[config.mk]
export PLATFORM = sky130hd
export DESIGN_NAME = parking_meter_ctrl
export DESIGN_NICKNAME = d
export VERILOG_FILES = /design/src/rtl/parking_meter_ctrl.sv
export SDC_FILE = /design/constraint.sdc
export NUM_CORES = 1
export LEC_CHECK = 0
export CORE_MARGIN = 1.5
export CORE_UTILIZATION = 59
export CTS_BUF_LIST = sky130_fd_sc_hd__clkbuf_8
export CTS_CLUSTER_SIZE = 24
export DETAILED_ROUTE_END_ITERATION = 10
export PLACE_DENSITY = 0.94
export SLEW_MARGIN = 20
export SYNTH_ARGS = -nofsm -noshare
export SYNTH_HDL_FRONTEND = slang
export SYNTH_SLANG_ARGS = --single-unit
[constraint.sdc]
create_clock -name clk -period 9.4 [get_ports clk]
set_clock_uncertainty 0.05 [all_clocks]
set_input_delay 2.35 -clock clk [delete_from_list [all_inputs] [get_ports clk]]
set_output_delay 2.35 -clock clk [all_outputs]
set_load 0.1 [all_outputs]
[src/rtl/parking_meter_ctrl.sv]
`default_nettype none
// ============================================================================
//  Module      : parking_meter_ctrl
//  Description : Sequencing controller for the parking-meter time register.
//                Arbitrates add-time buttons, preset switches and the 1 Hz
//                countdown tick onto a 4-digit BCD time register (one
//                operation per clock) and runs the EXPIRED/LOW/RUN state
//                machine that drives display blanking.
//  Ports       :
//    clk        - system clock, rising edge
//    rst_n      - synchronous active-low reset
//    tick_1hz   - one-cycle countdown strobe
//    tick_2hz   - one-cycle flash-phase strobe
//    btn_u/l/r/d- one-cycle add requests (synchronised)
//    sw0, sw1   - preset levels (sw1 has priority)
//    time_bcd   - current time, BCD, digit 3 in [15:12]
//    blank      - display blank request
//    expired    - time is 0000
//    busy       - any add or tick request still pending
//  Revision    : 1.0 - initial release
// ============================================================================
module parking_meter_ctrl #(
  parameter logic [15:0] ADD_U  = 16'h0010,
  parameter logic [15:0] ADD_L  = 16'h0180,
  parameter logic [15:0] ADD_R  = 16'h0200,
  parameter logic [15:0] ADD_D  = 16'h0550,
  parameter logic [15:0] PRE0   = 16'h0010,
  parameter logic [15:0] PRE1   = 16'h0205,
  parameter logic [15:0] LOW_TH = 16'h0200
) (
  input  logic        clk,
  input  logic        rst_n,
  input  logic        tick_1hz,
  input  logic        tick_2hz,
  input  logic        btn_u,
  input  logic        btn_l,
  input  logic        btn_r,
  input  logic        btn_d,
  input  logic        sw0,
  input  logic        sw1,
  output logic [15:0] time_bcd,
  output logic        blank,
  output logic        expired,
  output logic        busy
);

  typedef enum logic [1:0] {
    ST_EXPIRED = 2'd0,
    ST_LOW     = 2'd1,
    ST_RUN     = 2'd2
  } state_t;

  // Request vector bit positions; lower index = higher service priority.
  localparam int c_REQ_U    = 0;
  localparam int c_REQ_L    = 1;
  localparam int c_REQ_R    = 2;
  localparam int c_REQ_D    = 3;
  localparam int c_REQ_TICK = 4;

  localparam logic [15:0] c_MAX_TIME = 16'h9999;

  state_t      state, state_nx;
  logic [15:0] time_q, time_nx;
  logic [4:0]  pend_q, pend_nx;
  logic [1:0]  phase_q, phase_nx;
  logic        blank_q, blank_nx;

  logic [4:0]  req;
  logic [4:0]  grant;
  logic [15:0] add_val;
  logic [16:0] sum;

  // Digit-wise BCD add; bit 16 is the carry out of the thousands digit.
  function automatic logic [16:0] bcd_add(input logic [15:0] a, input logic [15:0] b);
    logic [16:0] r;
    logic [4:0]  s;
    logic        c;
    r = '0;
    c = 1'b0;
    for (int i = 0; i < 4; i++) begin
      s = {1'b0, a[4*i +: 4]} + {1'b0, b[4*i +: 4]} + {4'b0000, c};
      if (s > 5'd9) begin
        s = s + 5'd6;
        c = 1'b1;
      end else begin
        c = 1'b0;
      end
      r[4*i +: 4] = s[3:0];
    end
    r[16] = c;
    return r;
  endfunction

  // BCD decrement by one with borrow ripple; caller guarantees a != 0.
  function automatic logic [15:0] bcd_dec(input logic [15:0] a);
    logic [15:0] r;
    logic        b;
    r = a;
    b = 1'b1;
    for (int i = 0; i < 4; i++) begin
      if (b) begin
        if (a[4*i +: 4] == 4'd0) begin
          r[4*i +: 4] = 4'd9;
        end else begin
          r[4*i +: 4] = a[4*i +: 4] - 4'd1;
          b = 1'b0;
        end
      end
    end
    return r;
  endfunction

  // --------------------------------------------------------------------------
  // State register
  // --------------------------------------------------------------------------
  always_ff @(posedge clk) begin
    if (!rst_n) begin
      state   <= ST_EXPIRED;
      time_q  <= '0;
      pend_q  <= '0;
      phase_q <= '0;
      blank_q <= 1'b0;
    end else begin
      state   <= state_nx;
      time_q  <= time_nx;
      pend_q  <= pend_nx;
      phase_q <= phase_nx;
      blank_q <= blank_nx;
    end
  end

  // --------------------------------------------------------------------------
  // Arbitration, datapath, next state and outputs
  // --------------------------------------------------------------------------
  always_comb begin
    time_nx  = time_q;
    pend_nx  = pend_q;
    state_nx = state;
    phase_nx = phase_q;
    blank_nx = 1'b0;
    add_val  = '0;

    // A strobe this cycle competes alongside already-pending requests, so an
    // idle source is served in the same cycle it arrives.
    req     = pend_q;
    req[c_REQ_U]    = pend_q[c_REQ_U]    | btn_u;
    req[c_REQ_L]    = pend_q[c_REQ_L]    | btn_l;
    req[c_REQ_R]    = pend_q[c_REQ_R]    | btn_r;
    req[c_REQ_D]    = pend_q[c_REQ_D]    | btn_d;
    req[c_REQ_TICK] = pend_q[c_REQ_TICK] | tick_1hz;

    // Isolate the lowest set bit: that is the highest-priority request.
    grant = req & (~req + 5'd1);

    if (grant[c_REQ_U]) add_val = ADD_U;
    if (grant[c_REQ_L]) add_val = ADD_L;
    if (grant[c_REQ_R]) add_val = ADD_R;
    if (grant[c_REQ_D]) add_val = ADD_D;
    sum = bcd_add(time_q, add_val);

    if (sw1 || sw0) begin
      // Preset owns the cycle; everything pending or arriving is dropped.
      time_nx = sw1 ? PRE1 : PRE0;
      pend_nx = '0;
    end else begin
      pend_nx = req & ~grant;
      if (grant[c_REQ_TICK]) begin
        if (time_q != 16'h0000) begin
          time_nx = bcd_dec(time_q);
        end
      end else if (grant != 5'd0) begin
        time_nx = sum[16] ? c_MAX_TIME : sum[15:0];
      end
    end

    // Valid BCD orders the same as binary, so plain compares are safe.
    if (time_nx == 16'h0000) begin
      state_nx = ST_EXPIRED;
    end else if (time_nx <= LOW_TH) begin
      state_nx = ST_LOW;
    end else begin
      state_nx = ST_RUN;
    end

    if (state_nx != state) begin
      phase_nx = 2'd0;
    end else if (tick_2hz) begin
      phase_nx = phase_q + 2'd1;
    end

    case (state_nx)
      ST_RUN:     blank_nx = 1'b0;
      ST_LOW:     blank_nx = phase_nx[0];
      ST_EXPIRED: blank_nx = phase_nx[1];
      default:    blank_nx = 1'b0;
    endcase
  end

  assign time_bcd = time_q;
  assign blank    = blank_q;
  assign expired  = (state == ST_EXPIRED);
  assign busy     = |pend_q;

endmodule
`default_nettype wire

# Word-level counts from Yosys, hierarchy flattened
# Index checks and enable logic that the tools add are counted.
totals:
  register_bits: 26
  latch_bits: 0
  ram_bits: 0
  romBits: 0
  word_cells: 95
  n_memories: 0
op_classes:
  addsub: 17
  multipliers: 0
  n_div: 0
  magnitude_cmp: 5
  eq_ne: 2
  shifts: 0
  mux: 44
  bitwise_logic: 10
  reduce_logical: 12
op_table:
  columns: ["operator", "n"]
  rows:
  - ["$mux W16", 8]
  - ["$mux W4", 11]
  - ["$add A4 B4 Y5", 4]
  - ["$gt A5 B4 Y1 const B", 4]
  - ["$mux W1", 18]
  - ["$add A4 B3 Y4 const B", 4]
  - ["$le A16 B10 Y1 const B", 1]
  - ["$logic_not A16 Y1", 1]
  - ["$logic_not A4 Y1", 4]
  - ["$reduce_bool A16 Y1", 1]
  - ["$sub A4 B1 Y4 const B", 4]
  - ["$add A5 B1 Y5", 3]
  - ["$and A5 B5 Y5", 2]
  - ["$mux W10", 1]
  - ["$not A5 Y5", 2]
  - ["$mux W2", 4]
  - ["$add A5 B1 Y5 const B", 1]
  - ["$mux W5", 1]
  - ["$or A1 B1 Y1", 5]
  - ["$reduce_bool A5 Y1", 1]
  - ["$reduce_or A5 Y1", 1]
  - ["$logic_not A2 Y1", 2]
  - ["$add A2 B1 Y2 const B", 1]
  - ["$eq A2 B1 Y1 const B", 1]
  - ["other kinds (5)", 5]

# Depth between registers and ports, before layout
# Gate-level depths: netlist of run 1.
logic_depth:
  ltp_word: 30
  mapped_depth: 30
  mapped_depth_nobuf: 29

# Worst setup path after synthesis of run 1
# OpenSTA, ideal clock, no wires.
synth_timing:
  path_type: "input-to-reg"
  from: "input port btn_l"
  to: "register blank_q, in the netlist blank"
  setup_ns: 0.115
  t_arrival_ns: 8.259
  required_ns: 9.235
  slack_ns: 0.975
  cell_stages: 25
  path_buffers: 0
  cell_sequence: "or3_1 -> nor3_1 -> o21ai_0 -> inv_1 -> ha_1 -> a31oi_1 -> xnor2_1 -> inv_1 -> o21ai_0 -> fa_1 -> fa_1 -> or3b_2 -> o31ai_1 -> a221oi_1 -> ha_1 -> ha_1 -> and4b_1 -> mux2_2 -> nor3_1 -> nor2_1 -> and4_1 -> or4_4 -> or2_4 -> a211o_1 -> and3_1"
synth_between:
  elab_chain_cells: 29
  word_cells_on_any_way: 44
  classes_between: "add/sub: 12; order compare: 5; eq/ne: 2; mux: 19; bitwise: 3; reduce/logical: 3"
synth_lines:
  columns: ["item", "line", "text"]
  rows:
  - ["start, declared", "36", "input logic btn_l,"]
  - ["$or A1 B1 Y1 (*)", "147", "req[c_REQ_L] = pend_q[c_REQ_L] | btn_l;"]
  - ["$not A5 Y5", "153", "grant = req & (~req + 5'd1);"]
  - ["$add A5 B1 Y5", "153", null]
  - ["$and A5 B5 Y5 (*)", "153", null]
  - ["$mux W16", "156", "if (grant[c_REQ_L]) add_val = ADD_L;"]
  - ["$mux W16", "157", "if (grant[c_REQ_R]) add_val = ADD_R;"]
  - ["$mux W16", "158", "if (grant[c_REQ_D]) add_val = ADD_D;"]
  - ["$add A4 B4 Y5", "81", "s = {1'b0, a[4*i +: 4]} + {1'b0, b[4*i +: 4]} + {4'b0000, c};"]
  - ["[... 13 more ...]", null, null]
  - ["$mux W16 (*)", "167", "if (grant[c_REQ_TICK]) begin"]
  - ["$mux W16 (*)", "161", "if (sw1 || sw0) begin"]
  - ["$le A16 B10 Y1", "179", "end else if (time_nx <= LOW_TH) begin"]
  - ["$mux W2", "179", null]
  - ["$mux W2 (*)", "177", "if (time_nx == 16'h0000) begin"]
  - ["$ne A2 B2 Y1", "185", "if (state_nx != state) begin"]
  - ["$mux W2", "185", null]
  - ["$pmux W1 S2 (*)", "191", "case (state_nx)"]
  - ["end signal, assigned", "128", "blank_q <= blank_nx;"]
  - ["end, declared", "66", "logic blank_q, blank_nx;"]
# Every way passes the cells marked *; elsewhere a longest branch is shown, timed or not.
# A chain may end at the register's enable or synchronous reset.

# Worst setup path in the final report of run 1
# Same ends and word-level chain as after synthesis.

==> results.yml, run 1 <==
run_status:
  status: "finished, final reports clean"
grt:
  antenna_found_initial: 0
  grt_remaining_overflow: 0
  grt_pass1_wl_um: 11360
  first_global_vias: 2461
  gr-usage-all-layers_pct: 32.06
  grt_max_degree: 17
die:
  core_um2: 4058
  rows: 23
  die_area_um2: 4683
  initial_core_util_pct: 62.26
  pin_count: 29
  die-height_um: 68.44
  die_x_um: 68.44
cts:
  cts_buffers: 3
  clockBufferDepth: 2
  h-tree-depth: 1
  root_buffer: "clkbuf_8"
  clk_pin_slew_ps: 100
  clock-sinks: 25
  cts_hold_buf: 0
  cts_tree: "built"
  clk_latency_ps: 290
sta:
  finalCriticalPeriod_ps: 9062
  finalHoldViolCount: 0
  tns_ps: 0
  period_share_pct: 96.40
  tightest_slew_ps: 969.4
  slew_violations: 0
  finalSetupViolations: 0
  rsz0062_at_grt: "false"
  max_freq_mhz: 110.4
  fin_ws_ps: 338.0
  slew_headroom_pct: 35.17
  hold-worst-slack_ps: 498.2
final_layout:
  synthToLayoutAreaGrowth_pct: 19.17
  finalNetCount: 399
  antenna_cells: 0
  design_area_um2: 3010
  fillers: 307
  layout-drive-gt1-share_pct: 12.74
critical_path:
  arrival_ps: 9190
  cp-end-kind: "flip-flop"
  r2r_cells: 29
  cpPeakStageDelay_ps: 550
  cpMaxStageDelayCell: "or4_4"
  crit_type: "in -> reg"
  cp-start-kind: "input pin"
  critPathMaxFanout: 4
  crit_required_ps: 9530
run:
  max-cap-violations: 0
yosys:
  synthTopCellsByArea: "dfxtp_1 (20%), ha_1 (7.9%), nor2_1 (4.6%)"
  synth_edf_count: 0
  synth_common_cells: "nor2_1 (31), dfxtp_1 (25), nor3_1 (23)"
  synth-compound-area-share_pct: 25.76
  syn-cell-area_um2: 2526
  async_flop_share_pct: 0
  synth_seq_cells: 25
  synth-simple-area-share_pct: 32.59
  seq_area_frac_synth_pct: 19.81
  synthXorXnorAreaFrac_pct: 2.774
  synth_top_family_by_area: "simple AND/OR/NAND/NOR gates"
  ys_warn_count: 0
  avgSynthCellArea_um2: 7.586
  yosysTopAreaCellShare_pct: 19.81
  synthAdderAreaFrac_pct: 10.30
  synthMostInstantiatedCell: "nor2_1"
  synth_ff_type: "dfxtp_1"
  yosys.area.top_type: "dfxtp_1"
  ys_types: 67
  synth_mux_area_share_pct: 3.269
  synthCells: 333
  synth_nets: 362
routing:
  post_drt_wl_per_cell_um: 17.66
  drtIter0Drc: 428
  wl_um: 7399
  vias: 2835
  drtAntennaViolNets: 0
  vias_per_cell: 6.766
  drcViolationCount: 0
  drtPass1Iterations: 8
placed_design:
  placed_cell_area_um2: 2925
  hpwl_um: 5403
  gp_congestion: 1.018
  dp_slack_ps: 110.9
  port_buffers: 28
pwr:
  p_total_w: 0.0002994
  p_leak_nw: 1.175
  powerDensity_nw_per_um2: 99.44
  ir_worst_vdd_mv: 0.07626
hold_path:
  hold_path_depth: 2
  min_path_type: "reg -> reg"
metrics by stage:
| stage | cells | util, % |
|---|---|---|
| after floorplan | 333 | - |
| after global placement | 413 | 72.09 |
| after detailed placement | 413 | 72.09 |
| after CTS | 417 | 73.23 |
| after global routing | 419 | 74.19 |
| final | 419 | 74.19 |
path summary, 6_finish.rpt:
kind | start | endpoint | slack (ps)
worst max-delay path | btn_l | blank | 340
worst min-delay path | pend_q[3] | pend_q[3] | 500
worst max register to register | time_bcd[2] | blank | 2100
worst min register to register | pend_q[3] | pend_q[3] | 500
cell usage in the layout (no fill, tap or decap), drive strengths merged, types with 3 or more instances in the layout:
master / instances
nor2: 31
clkdlybuf4s50: 28
dfxtp: 25
nor3: 25
o21ai: 24
inv: 19
buf: 18
a21oi: 17
ha: 16
nand2: 15
a31oi: 9
nand3: 9
and2: 8
nor4: 7
nand2b: 6
mux2i: 6
nor2b: 6
nor3b: 6
or4: 6
a211oi: 6
or3: 5
o211ai: 5
a21o: 4
xnor2: 4
xor2: 4
nand4: 4
a31o: 4
o31ai: 3
a211o: 3
fa: 3
clkbuf: 3
or3b: 3
or2: 3
critical path: cells and delay by family:
kind,cells,cell delay [ps]
and+or+nand+nor,9,2550
adders and majority gates,6,1880
AOI/OAI and AO/OA,9,1650
buffers and inverters,2,610
xor gates and xnor gates,1,140
routing by layer:
metal	global-route usage [%]	share of wire (%)	vias to the layer above
met2	52.04	45	172
li1	-	-	1328
met5	0	0	-
met1	40.95	41	1295
met4	12.75	3.6	0
met3	6.908	9.8	40
area by class of cell:
| class | count | area [um2] | area share (%) |
|---|---|---|---|
| Multi-Input combinational cell | 274 | 1911 | 63.47 |
| Clock inverter | 1 | 5.005 | 0.1663 |
| Inverter | 20 | 75.07 | 2.494 |
| Clock buffer | 3 | 41.29 | 1.372 |
| Tap cell | 50 | 62.56 | 2.078 |
| Timing Repair Buffer | 46 | 415.4 | 13.80 |
| Sequential cell | 25 | 500.5 | 16.63 |
power breakdown:
group | switching, W | leakage (nW) | internal [W]
combinational | 0.0000726 | 0.946 | 0.0000420
sequential | 0.00000605 | 0.204 | 0.000109
clock | 0.0000394 | 0.0255 | 0.0000299
kinds of logic after synthesis:
| kind of cell | after synthesis |
|---|---|
| flip-flops | 25 |
| adder cells (fa/ha/maj) | 19 |
| AND/OR/NAND/NOR | 143 |
| AO/OA/AOI/OAI | 96 |
| XOR/XNOR | 8 |
| buffers and inverters | 34 |
| multiplexers | 8 |
registers in the layout, summed over array words and instances, names as in the netlist:
register	cells
blank	1
pend_q	4
phase_q	2
state	2
time_bcd	16
repair_timing:
| action | in CTS | in global routing |
|---|---|---|
| buffers inserted | 0 | 2 |
| endpoints found under the setup margin | 0 | 4 |
| resized for setup | 0 | 7 |
Power figures use the tool's default switching activity.
==> inputs of run 2 (changes only) <==
- HOLD_SLACK_MARGIN: unset -> 0.03
- clock period: 9.4 -> 9.3 ns (I/O delays scaled with it)
==> run 2 against run 1 <==
Combinational power barely moved; highest routed layer unchanged; largest power group unchanged; sequential share of layout area rose by 0.38 points; flip-flop and latch count did not move; clock-buffer cell count did not move; worst hold slack improved by 2.7 ps; critical path depth rose by 1; worst setup slack barely moved; final area fell by 2.2%; non-clock buffer count fell by 9; first-iteration DRC count fell by 14%.
==> results.yml, run 2 (synthesis gave the netlist of run 1 again) <==
grt:
  grt_max_degree: 17
  met3_usage_pct: 5.263
  grt_pass1_wl_um: 11160
  met2_usage_pct: 51.20
  use_met1_pct: 41.51
  antenna_found_initial: 0
  grt_remaining_overflow: 0
  gr-usage-all-layers_pct: 31.60
  first_global_vias: 2396
  grt-busiest-layer: "met2"
cts:
  clk_latency_ps: 280
  clk_pin_slew_ps: 100
  cts_buffers: 3
  cts_tree: "built"
  h-tree-depth: 1
  clockBufferDepth: 2
  root_buffer: "clkbuf_8"
  clock-sinks: 25
  post-cts-setup-buffers: 0
pwr:
  internal-power_w: 0.0001814
  p_leak_nw: 1.125
  switching_share_pct: 39.33
  p_total_w: 0.0002990
  power_switching_w: 0.0001176
  ir_worst_vdd_mv: 0.08413
  powerDensity_nw_per_um2: 101.6
  p_clk_share_pct: 23.5
  seqPwrFrac_pct: 39.1
  combPwrFrac_pct: 37.4
die:
  die_area_um2: 4683
  core_um2: 4058
  pin_count: 29
  die-height_um: 68.44
  die_x_um: 68.44
  initial_core_util_pct: 62.26
  rows: 23
final_layout:
  antenna_cells: 0
  largest_reg_flops: 16
  mostFrequentLayoutCells: "nor2_1 (31), clkdlybuf4s50_1 (28), dfxtp_1 (25)"
  final_common_cell: "nor2_1"
  finalNetCount: 390
  synthToLayoutAreaGrowth_pct: 16.49
  layout-drive-gt1-share_pct: 10.28
  layoutNonFillerInstCount: 410
placed_design:
  dp.cells: 406
  port_buffers: 28
  gp_congestion: 0.9587
  hpwl_um: 5407
sta:
  slew_headroom_pct: 23.25
  tightest_slew_ps: 1147
  rsz0062_at_grt: "false"
  tns_ps: 0
  finalSetupViolations: 0
  finalCriticalPeriod_ps: 8962
  max_freq_mhz: 111.6
  finalHoldViolCount: 0
  slew_violations: 0
  period_share_pct: 96.36
routing:
  drcViolationCount: 0
  wl_um: 7148
  vias: 2843
  drtIter0Drc: 366
  drtAntennaViolNets: 0
  vias_per_cell: 6.934
  drtPass1Iterations: 5
  post_drt_wl_per_cell_um: 17.43
run:
  max-cap-violations: 0
critical_path:
  r2r_setup_slack_ps: 1980
  critPathMaxFanout: 7
  r2r_cells: 29
  cp-end-kind: "flip-flop"
  cpPeakStageDelay_ps: 570
  cpMaxStageDelayCell: "or4_4"
  r2r-end: "blank"
  r2r-start: "time_bcd[2]"
  crit_type: "in -> reg"
  arrival_ps: 9100
  cp-start-kind: "input pin"
  crit_required_ps: 9440
hold_path:
  holdPathEnd: "pend_q[3]"
  hold_path_depth: 2
  min_path_type: "reg -> reg"
  hold_start: "pend_q[3]"
run_status:
  status: "finished, final reports clean"
[run 2: cell count changes in the layout (fill, tap and decap cells not counted), moves of 2 or more]
cell,before,now
buf_4,18,9
o21ai_1,5,2
a211oi_1,4,6
a211oi_2,2,0
o21ai_0,18,20
[run 2: power by group through the flow]
| stage | clock network [W] | registers [W] | logic (W) |
|---|---|---|---|
| after floorplan | 0 | 0.000132 | 0.0000664 |
| after global placement | 0 | 0.000119 | 0.000106 |
| after detailed placement | 0 | 0.000119 | 0.000108 |
| after CTS | 0.0000697 | 0.000117 | 0.000109 |
| after global routing | 0.0000736 | 0.000118 | 0.000119 |
| final | 0.0000704 | 0.000117 | 0.000112 |
[run 2: how the worst max path moves through the flow]
| stage | start | end | slack (ps) | cells after the start |
|---|---|---|---|---|
| finish | btn_l | blank | 340 | 28 |
| global route | btn_l | phase_q[1] | 7 | 28 |
| CTS | btn_l | blank | 300 | 27 |
| detailed placement | btn_l | blank | 10 | 27 |
| global placement | btn_l | blank | 160 | 27 |
| floorplan | btn_l | blank | 900 | 25 |
[run 2: worst max-delay path: cells and delay by family]
kind	cells	cell delay (ps)
buffers and inverters	2	600
AO/OA/AOI/OAI	10	1800
AND/OR/NAND/NOR	9	2360
XOR/XNOR	1	110
adder cells (fa/ha/maj)	6	1870
[run 2: final cells by class]
cell class | count | area, um2
Timing Repair Buffer | 37 | 347.8
Sequential cell | 25 | 500.5
Multi-Input combinational cell | 274 | 1908
Clock buffer | 3 | 41.29
Fill cell | 338 | 1115
Inverter | 20 | 75.07
Tap cell | 50 | 62.56
Clock inverter | 1 | 7.507
[run 2: per-layer routing]
metal | routed length [um] | vias to the layer above
met5 | 0 | -
met3 | 714 | 43
met2 | 3202 | 185
li1 | - | 1317
met4 | 311 | 0
met1 | 2919 | 1298
[run 2: timing repair]
action | CTS | global route
setup endpoints to repair | 0 | 4
resized for setup | 0 | 4
hold buffers | 0 | 0
[run 2: through the flow]
step / setup WS [ps] / cell area [um2] / hold slack (ps) / util, %
floorplan: 900.0 / 2526 / 445.2 / -
global placement: 156.7 / 2873 / 472.4 / 70.80
detailed placement: 12.75 / 2873 / 493.5 / 70.80
CTS: 298.9 / 2922 / 507.5 / 72.00
global route: 6.629 / 2943 / 536.4 / 72.53
finish: 338.4 / 2943 / 500.9 / 72.53
==> inputs of run 3 (changes only) <==
- CORE_UTILIZATION: 59 -> 53
- PLACE_DENSITY: 0.94 -> 0.9
- clock period: 9.3 -> 8 ns (I/O delays scaled with it)
==> run 3 against run 2 <==
The run now ends with setup timing left; worst setup slack got worse by 370 ps; wire length increased by 29%; critical path type unchanged; power increased by 26%; largest cell class unchanged; first-iteration DRC count increased by 23%; critical path depth increased by 1; sequential power increased by 16%; global-route usage increased by 0.61 points; clock-buffer cell count unchanged; combinational power increased by 41%.
==> results.yml, run 3 (synthesis gave the netlist of run 1 again) <==
run_status:
  status: "complete, but fails checks"
  violations: "setup timing"
sta:
  max_freq_mhz: 124.5
  tightest_slew_ps: 1002
  finalHoldViolCount: 0
  finalSetupViolations: 3
  hold-worst-slack_ps: 558.5
  fin_ws_ps: -33.63
  slew_headroom_pct: 33.02
  slew_violations: 0
  finalCriticalPeriod_ps: 8034
  period_share_pct: 100.4
placed_design:
  hpwl_um: 5756
  placed_cell_area_um2: 3118
  dp.cells: 437
  port_buffers: 28
  gp_congestion: 0.9440
critical_path:
  arrival_ps: 8170
  crit_required_ps: 8140
  cpPeakStageDelay_ps: 560
  cp-start-kind: "input pin"
  crit_type: "in -> reg"
  crit_path_frequent_cell: "fa_2"
  critPathMaxFanout: 6
  r2r_cells: 31
  cpMaxStageDelayCell: "fa_2"
  cp-end-kind: "flip-flop"
cts:
  root_buffer: "clkbuf_8"
  clock-sinks: 25
  h-tree-depth: 1
  clk_pin_slew_ps: 110
  cts_buffers: 3
  cts_tree: "built"
  clockBufferDepth: 2
  clk_latency_ps: 280
routing:
  post_drt_wl_per_cell_um: 20.25
  wl_um: 9215
  vias: 3225
  drtPass1Iterations: 5
  drtIter0Drc: 452
  drtAntennaViolNets: 0
  drcViolationCount: 0
  vias_per_cell: 7.088
run:
  max-cap-violations: 0
die:
  die_area_um2: 5190
  initial_core_util_pct: 56.46
  rows: 24
  die_x_um: 72.04
  pin_count: 29
  core_um2: 4474
  die-height_um: 72.04
pwr:
  powerDensity_nw_per_um2: 108.7
  ir_worst_vdd_mv: 0.1016
  p_total_w: 0.0003779
  p_leak_nw: 1.377
final_layout:
  design_area_um2: 3476
  mostFrequentLayoutCells: "buf_4 (51), nor2_1 (29), dfxtp_1 (25)"
  antenna_cells: 0
  finalNetCount: 433
  fillers: 275
  final_common_cell: "buf_4"
  synthToLayoutAreaGrowth_pct: 37.59
  layout-drive-gt1-share_pct: 25.81
  largest_reg_flops: 16
  layoutNonFillerInstCount: 455
hold_path:
  min_path_type: "reg -> reg"
  hold_path_depth: 2
grt:
  antenna_found_initial: 0
  first_global_vias: 2826
  grt_max_degree: 17
  grt_pass1_wl_um: 13400
  grt_remaining_overflow: 0
  gr-usage-all-layers_pct: 32.21
run 3: cell count changes in the layout (fill, tap and decap cells not counted), sizes merged:
cell | previous run | this run
dlygate4sd2 | 0 | 2
dlymetal6s2s | 0 | 2
clkdlybuf4s50 | 28 | 24
buf | 9 | 52
run 3: critical path: cells and delay by family:
kind | cells | cell delay [ps]
XOR/XNOR | 1 | 90
AND/OR/NAND/NOR | 9 | 1820
buffers and inverters | 3 | 540
AO/OA/AOI/OAI | 10 | 1900
adder cells (fa/ha/maj) | 6 | 1810
run 3: repair_timing:
action                                  CTS  global route
pin swaps                                18            18
hold buffers                              0             0
endpoints found under the setup margin    5             4
buffers inserted                          8             7
resized for setup                        30            11
run 3: stage by stage:
step / setup WS, ps / TNS [ps] / util, %
floorplan: 20.00 / 0 / -
global placement: -547.5 / -2347 / 69.69
detailed placement: -891.1 / -4549 / 69.69
CTS: 42.25 / 0 / 75.20
global route: -194.0 / -622.6 / 77.68
finish: -33.63 / -41.78 / 77.68
run 3: final timing paths:
path	startpoint	to	slack, ps
worst max-delay path	btn_u	blank	-30
worst min-delay path	pend_q[3]	pend_q[3]	560
worst max register to register	time_bcd[2]	blank	940
worst min register to register	pend_q[3]	pend_q[3]	560
run 3: layout make-up:
cell class / count / area [um2] / area share, %
timing repair buffer: 80 / 676.9 / 19.47
inverter: 20 / 75.07 / 2.160
sequential: 25 / 500.5 / 14.40
multi-input combinational: 274 / 2110 / 60.69
clock buffer: 3 / 41.29 / 1.188
tap: 52 / 65.06 / 1.872
clock inverter: 1 / 7.507 / 0.2160
run 3: report_power, final:
| group | switching (W) | internal, W | leakage, nW |
|---|---|---|---|
| sequential | 0.00000779 | 0.000129 | 0.204 |
| combinational | 0.0000973 | 0.0000610 | 1.15 |
| clock | 0.0000477 | 0.0000355 | 0.0217 |
run 3: per-layer routing:
| layer | share of wire [%] | track usage [%] | vias to the layer above |
|---|---|---|---|
| li1 | - | - | 1400 |
| met1 | 38 | 40.81 | 1482 |
| met2 | 46 | 54.84 | 265 |
| met3 | 10 | 5.694 | 78 |
| met4 | 6.2 | 11.95 | 0 |
| met5 | 0 | 0 | - |
==> RTL edit 1 (flow settings as in run 1) <==
The 3 states of `state_t` get a one-hot encoding in 3 bits.
--- a/src/rtl/parking_meter_ctrl.sv
+++ b/src/rtl/parking_meter_ctrl.sv
@@ -44,10 +44,10 @@
   output logic        busy
 );
 
-  typedef enum logic [1:0] {
-    ST_EXPIRED = 2'd0,
-    ST_LOW     = 2'd1,
-    ST_RUN     = 2'd2
+  typedef enum logic [2:0] {
+    ST_EXPIRED = 3'b001,
+    ST_LOW     = 3'b010,
+    ST_RUN     = 3'b100
   } state_t;
 
   // Request vector bit positions; lower index = higher service priority.
Behaviour: same outputs for any inputs over 4 cycles, from zero or initial values and one cycle with rst_n low; so few cycles prove little.
==> RTL edit 1 against run 1 <==
Clock power up 42%. Register-to-register slack worse by 0.23 ns. Via count up 13%. Hold slack better by 0.032 ns. Synthesized area up 6.3%. Fmax down 2.0%. Power up 14%. Design area up 7.7%. Critical endpoint is now phase_q[1]. Routed wire length up 16%. Sequential cell count up 1. Critical path type unchanged. Setup slack worse by 0.19 ns. Count of clock-buffer cells in the layout unchanged. Combinational power up 5%.
==> RTL edit 1: results (changes against run 1) <==
stage;metric;value;unit;change
grt;grt_pass1_vias;2818;;+15%
synthesis;ys_top_cells_by_area;dfxtp_1 (19%), ha_1 (7.5%), o21ai_0 (3.7%);;
place;globalplace.congestion;1.11;;+9.2%
routing;vias;3204;;+13%
finish;layout-drive-gt1-share;15.9;%;+3.2 points
routing;first_iter_violations;562;;+31%
finish;layout.cells.non_filler;429;;+2.4%
status;status;completed;;
synthesis;yosysUniqueCellTypes;74;;+10%
clock_network;clkTransAtPathRegs;0.12;ns;+0.02 ns
pwr;p_sw;0.125;mW;+5.8%
pwr;seqPwrFrac;35.3;%;-3.3 points
worst_setup_path;cp_top_family;compound AO/OA/AOI/OAI gates;;
routing;wl_met1;3.35;mm;+9.5%
finish;multi_input_area;2090;um2;+9.4%
grt;track_usage;32.9;%;+0.84 points
grt;grt_max_degree;16;;-1
pwr;p_leak;1.28;nW;+8.6%
synthesis;yosysSeqAreaShare;19.4;%;-0.44 points
pwr;combPwrFrac;35.6;%;-2.7 points
worst_setup_path;r2r-start;time_bcd[1];;
synthesis;muxShareOfSynthArea;3.07;%;-0.19 points
synthesis;syn-num-nets;377;;+4.1%
grt;grt_pass1_wl;13.4;mm;+18%
place;place.detailed.hpwl;5.88;mm;+8.8%
synthesis;avgSynthCellArea;7.72;um2;+1.8%
synthesis;synth-compound-area-share;28.8;%;+3.1 points
sta;tightest_slew;1.06;ns;+0.0877 ns
-- RTL edit 1: changes by cell type in the layout (fill, tap and decap cells not counted), sizes merged, moves of 4 or more --
cell | before | now
nor3 | 25 | 20
nor4 | 7 | 11
o211ai | 5 | 1
a21o | 4 | 8
inv | 19 | 23
and3b | 0 | 4
o31a | 0 | 4
and3 | 2 | 7
-- RTL edit 1: worst paths after layout --
kind / to / slack [ns]
setup reg to reg: phase_q[1] / 1.87
hold / removal: pend_q[3] / 0.53
setup / recovery: phase_q[1] / 0.15
hold reg to reg: pend_q[3] / 0.53
-- RTL edit 1: what timing repair did --
| action | in CTS | in global routing |
|---|---|---|
| buffers inserted | 0 | 1 |
| pin swaps | 0 | 2 |
| endpoints found under the setup margin | 2 | 6 |
| resized for setup | 2 | 21 |
| cloned | 0 | 0 |
-- RTL edit 1: area by class of cell --
type                    instances  share of cell area [%]
clock buffers                   3                    1.27
clock inverters                 1                   0.926
inverters                      23                    2.66
multi-input cells             279                    64.5
flip-flops and latches         26                    16.1
well taps                      52                    2.01
repair buffers                 45                    12.6
-- RTL edit 1: worst register-to-register path, delay by kind of cell (launching register included) --
family | cells | cell delay [ns]
flip-flops | 1 | 0.45
buffers and inverters | 4 | 0.49
AO/OA/AOI/OAI | 11 | 2.74
adder cells (fa/ha/maj) | 9 | 2.59
XOR/XNOR | 1 | 0.14
AND/OR/NAND/NOR | 4 | 1.02
-- RTL edit 1: metal layers --
layer  vias to the layer above  track usage, %
met5                         -               0
met4                         0            13.5
met3                        76            3.75
met2                       287            51.5
met1                      1446            45.8
li1                       1395               -
-- RTL edit 1: per-stage QoR --
step,setup WS [ns],hold slack [ns]
finish,0.152,0.530
global route,-0.201,0.561
CTS,0.0508,0.499
detailed placement,-0.227,0.481
global placement,0.0395,0.458
floorplan,0.353,0.441
==> RTL edit 2 (settings of run 1) <==
Without the edit above. Set the parameter `PRE0` to 16'h000C (it was 16'h0010).
--- a/src/rtl/parking_meter_ctrl.sv
+++ b/src/rtl/parking_meter_ctrl.sv
@@ -24,7 +24,7 @@
   parameter logic [15:0] ADD_L  = 16'h0180,
   parameter logic [15:0] ADD_R  = 16'h0200,
   parameter logic [15:0] ADD_D  = 16'h0550,
-  parameter logic [15:0] PRE0   = 16'h0010,
+  parameter logic [15:0] PRE0   = 16'h000C,
   parameter logic [15:0] PRE1   = 16'h0205,
   parameter logic [15:0] LOW_TH = 16'h0200
 ) (
Function: changed (a bounded check fails within 4 cycles, from zero or initial values and one cycle with rst_n low).
==> RTL edit 2 against run 1 <==
Synthesized area fell by 4.8%. Highest routed layer unchanged. Sequential cell count did not move. Largest cell class unchanged. Count of clock-buffer cells in the layout did not move. Routed wire length fell by 6.8%. First-iteration DRC count fell by 31%. Setup slack improved by 0.13 ns. Design area fell by 7.4%. Power fell by 3.2%.
==> RTL edit 2: results (changes against run 1) <==
stage;metric;value;unit;change
routing;wl_met1;2.71;mm;-11%
worst_setup_path;crit_slowest_cell;clkdlybuf4s50_1;;
grt;grt_pass1_vias;2389;;-2.9%
place;dp_cells;382;;-7.5%
worst_setup_path;critPathLaunch;btn_u;;
place;globalplace.congestion;1.01;;-1.2%
routing;wire_per_inst;17.9;um;+1.1%
worst_setup_path;cp.arrival;9.08;ns;-0.11 ns
synthesis;synth_top_cells_by_count;nor2_1 (40), dfxtp_1 (25), nor3_1 (20), inv_1 (19), nand2_1 (18);;
routing;top_layer_used;met4;;
clock_network;htreeDepth;1;;unchanged
synthesis;syn-num-nets;342;;-5.5%
routing;dr.pass1.iters;5;;-3
worst_setup_path;r2r-start;time_bcd[1];;
pwr;p_leak;1.07;nW;-8.8%
grt;grt_pass1_wl;10.9;mm;-4.3%
synthesis;ys_top_cells_by_area;dfxtp_1 (21%), ha_1 (8.3%), nor2_1 (6.2%);;
routing;first_iter_violations;295;;-31%
grt;track_usage;31.3;%;-0.80 points
routing;dr_wl_met3;720;um;-0.83%
synthesis;yosysSeqAreaShare;20.8;%;+1.0 points
grt;use_met3;5.24;%;-1.7 points
pwr;ir_drop;71.4;uV;-6.4%
synthesis;async_reset_ff_share;0;%;unchanged
finish;layout.cells.non_filler;386;;-7.9%
grt;groute.layer.met2.usage;51.1;%;-0.92 points
synthesis;syn_inst;313;;-6.0%
routing;wl_met2;3.20;mm;-4.5%
routing;vias;2694;;-5.0%
place;place.detailed.hpwl;4.93;mm;-8.8%
status;status;completed;;
worst_setup_path;cp_max_fo;8;;+4
worst_setup_path;cp_top_family;compound AO/OA/AOI/OAI gates;;
sta;relSlewSlack;34.1;%;-1.0 points
grt;met1_usage;40.0;%;-0.91 points
finish;finalNetCount;366;;-8.3%
finish;layout-drive-gt1-share;9.82;%;-2.9 points
finish;fillers;311;;+1.3%
grt;antenna_found_initial;0;;unchanged
==> RTL edit 2: cell count changes after synthesis, moves of 5 or more <==
cell     delta
and2_1      -6
o21ai_0     -5
a21oi_1     -8
nor2_1      +9
==> RTL edit 2: area by class of cell <==
class / count / area share, %
clock inverters: 1 / 0.269
inverters: 19 / 2.56
clock buffers: 3 / 1.48
multi-input cells: 260 / 65.4
repair buffers: 28 / 10.1
flip-flops and latches: 25 / 18.0
well taps: 50 / 2.25
==> RTL edit 2: worst paths after layout <==
check          endpoint  slack (ns)  cells after the start
max          phase_q[1]        0.47                     27
max reg2reg  phase_q[1]        2.18                     28
min reg2reg   pend_q[3]        0.49                      2
min           pend_q[3]        0.49                      2
==> RTL edit 2: power by group <==
part | leakage (nW) | switching, mW | internal [mW]
Clock | 0.0217 | 0.0382 | 0.0301
Combinational | 0.846 | 0.0695 | 0.0352
Sequential | 0.204 | 0.00707 | 0.110
Total | 1.07 | 0.115 | 0.175
==> RTL edit 2: kinds of logic (layout without fill, tap and decap cells) <==
group,after synthesis,count (layout),synth area share [%]
fa+ha+maj,19,19,10.8
flops,25,25,20.8
simple gates,144,144,32.5
compound gates,82,82,25.3
buf+inv,28,51,4.42
mux,8,8,3.54
xor+xnor,7,7,2.55
==> RTL edit 2: stage by stage <==
step | power, mW | utilization (%) | setup WS (ns) | area [um2]
after global placement | 0.217 | 68.3 | 0.382 | 2710
after global routing | 0.302 | 70.2 | 0.0929 | 2790
after floorplan | 0.194 | - | 1.30 | 2400
final | 0.290 | 70.2 | 0.469 | 2790
after CTS | 0.286 | 69.5 | 0.196 | 2760
after detailed placement | 0.219 | 68.3 | 0.00733 | 2710
==> RTL edit 2: repair_timing <==
item                                    CTS  global route
gates resized for setup                   0             7
buffers inserted                          0             0
endpoints found under the setup margin    0             5
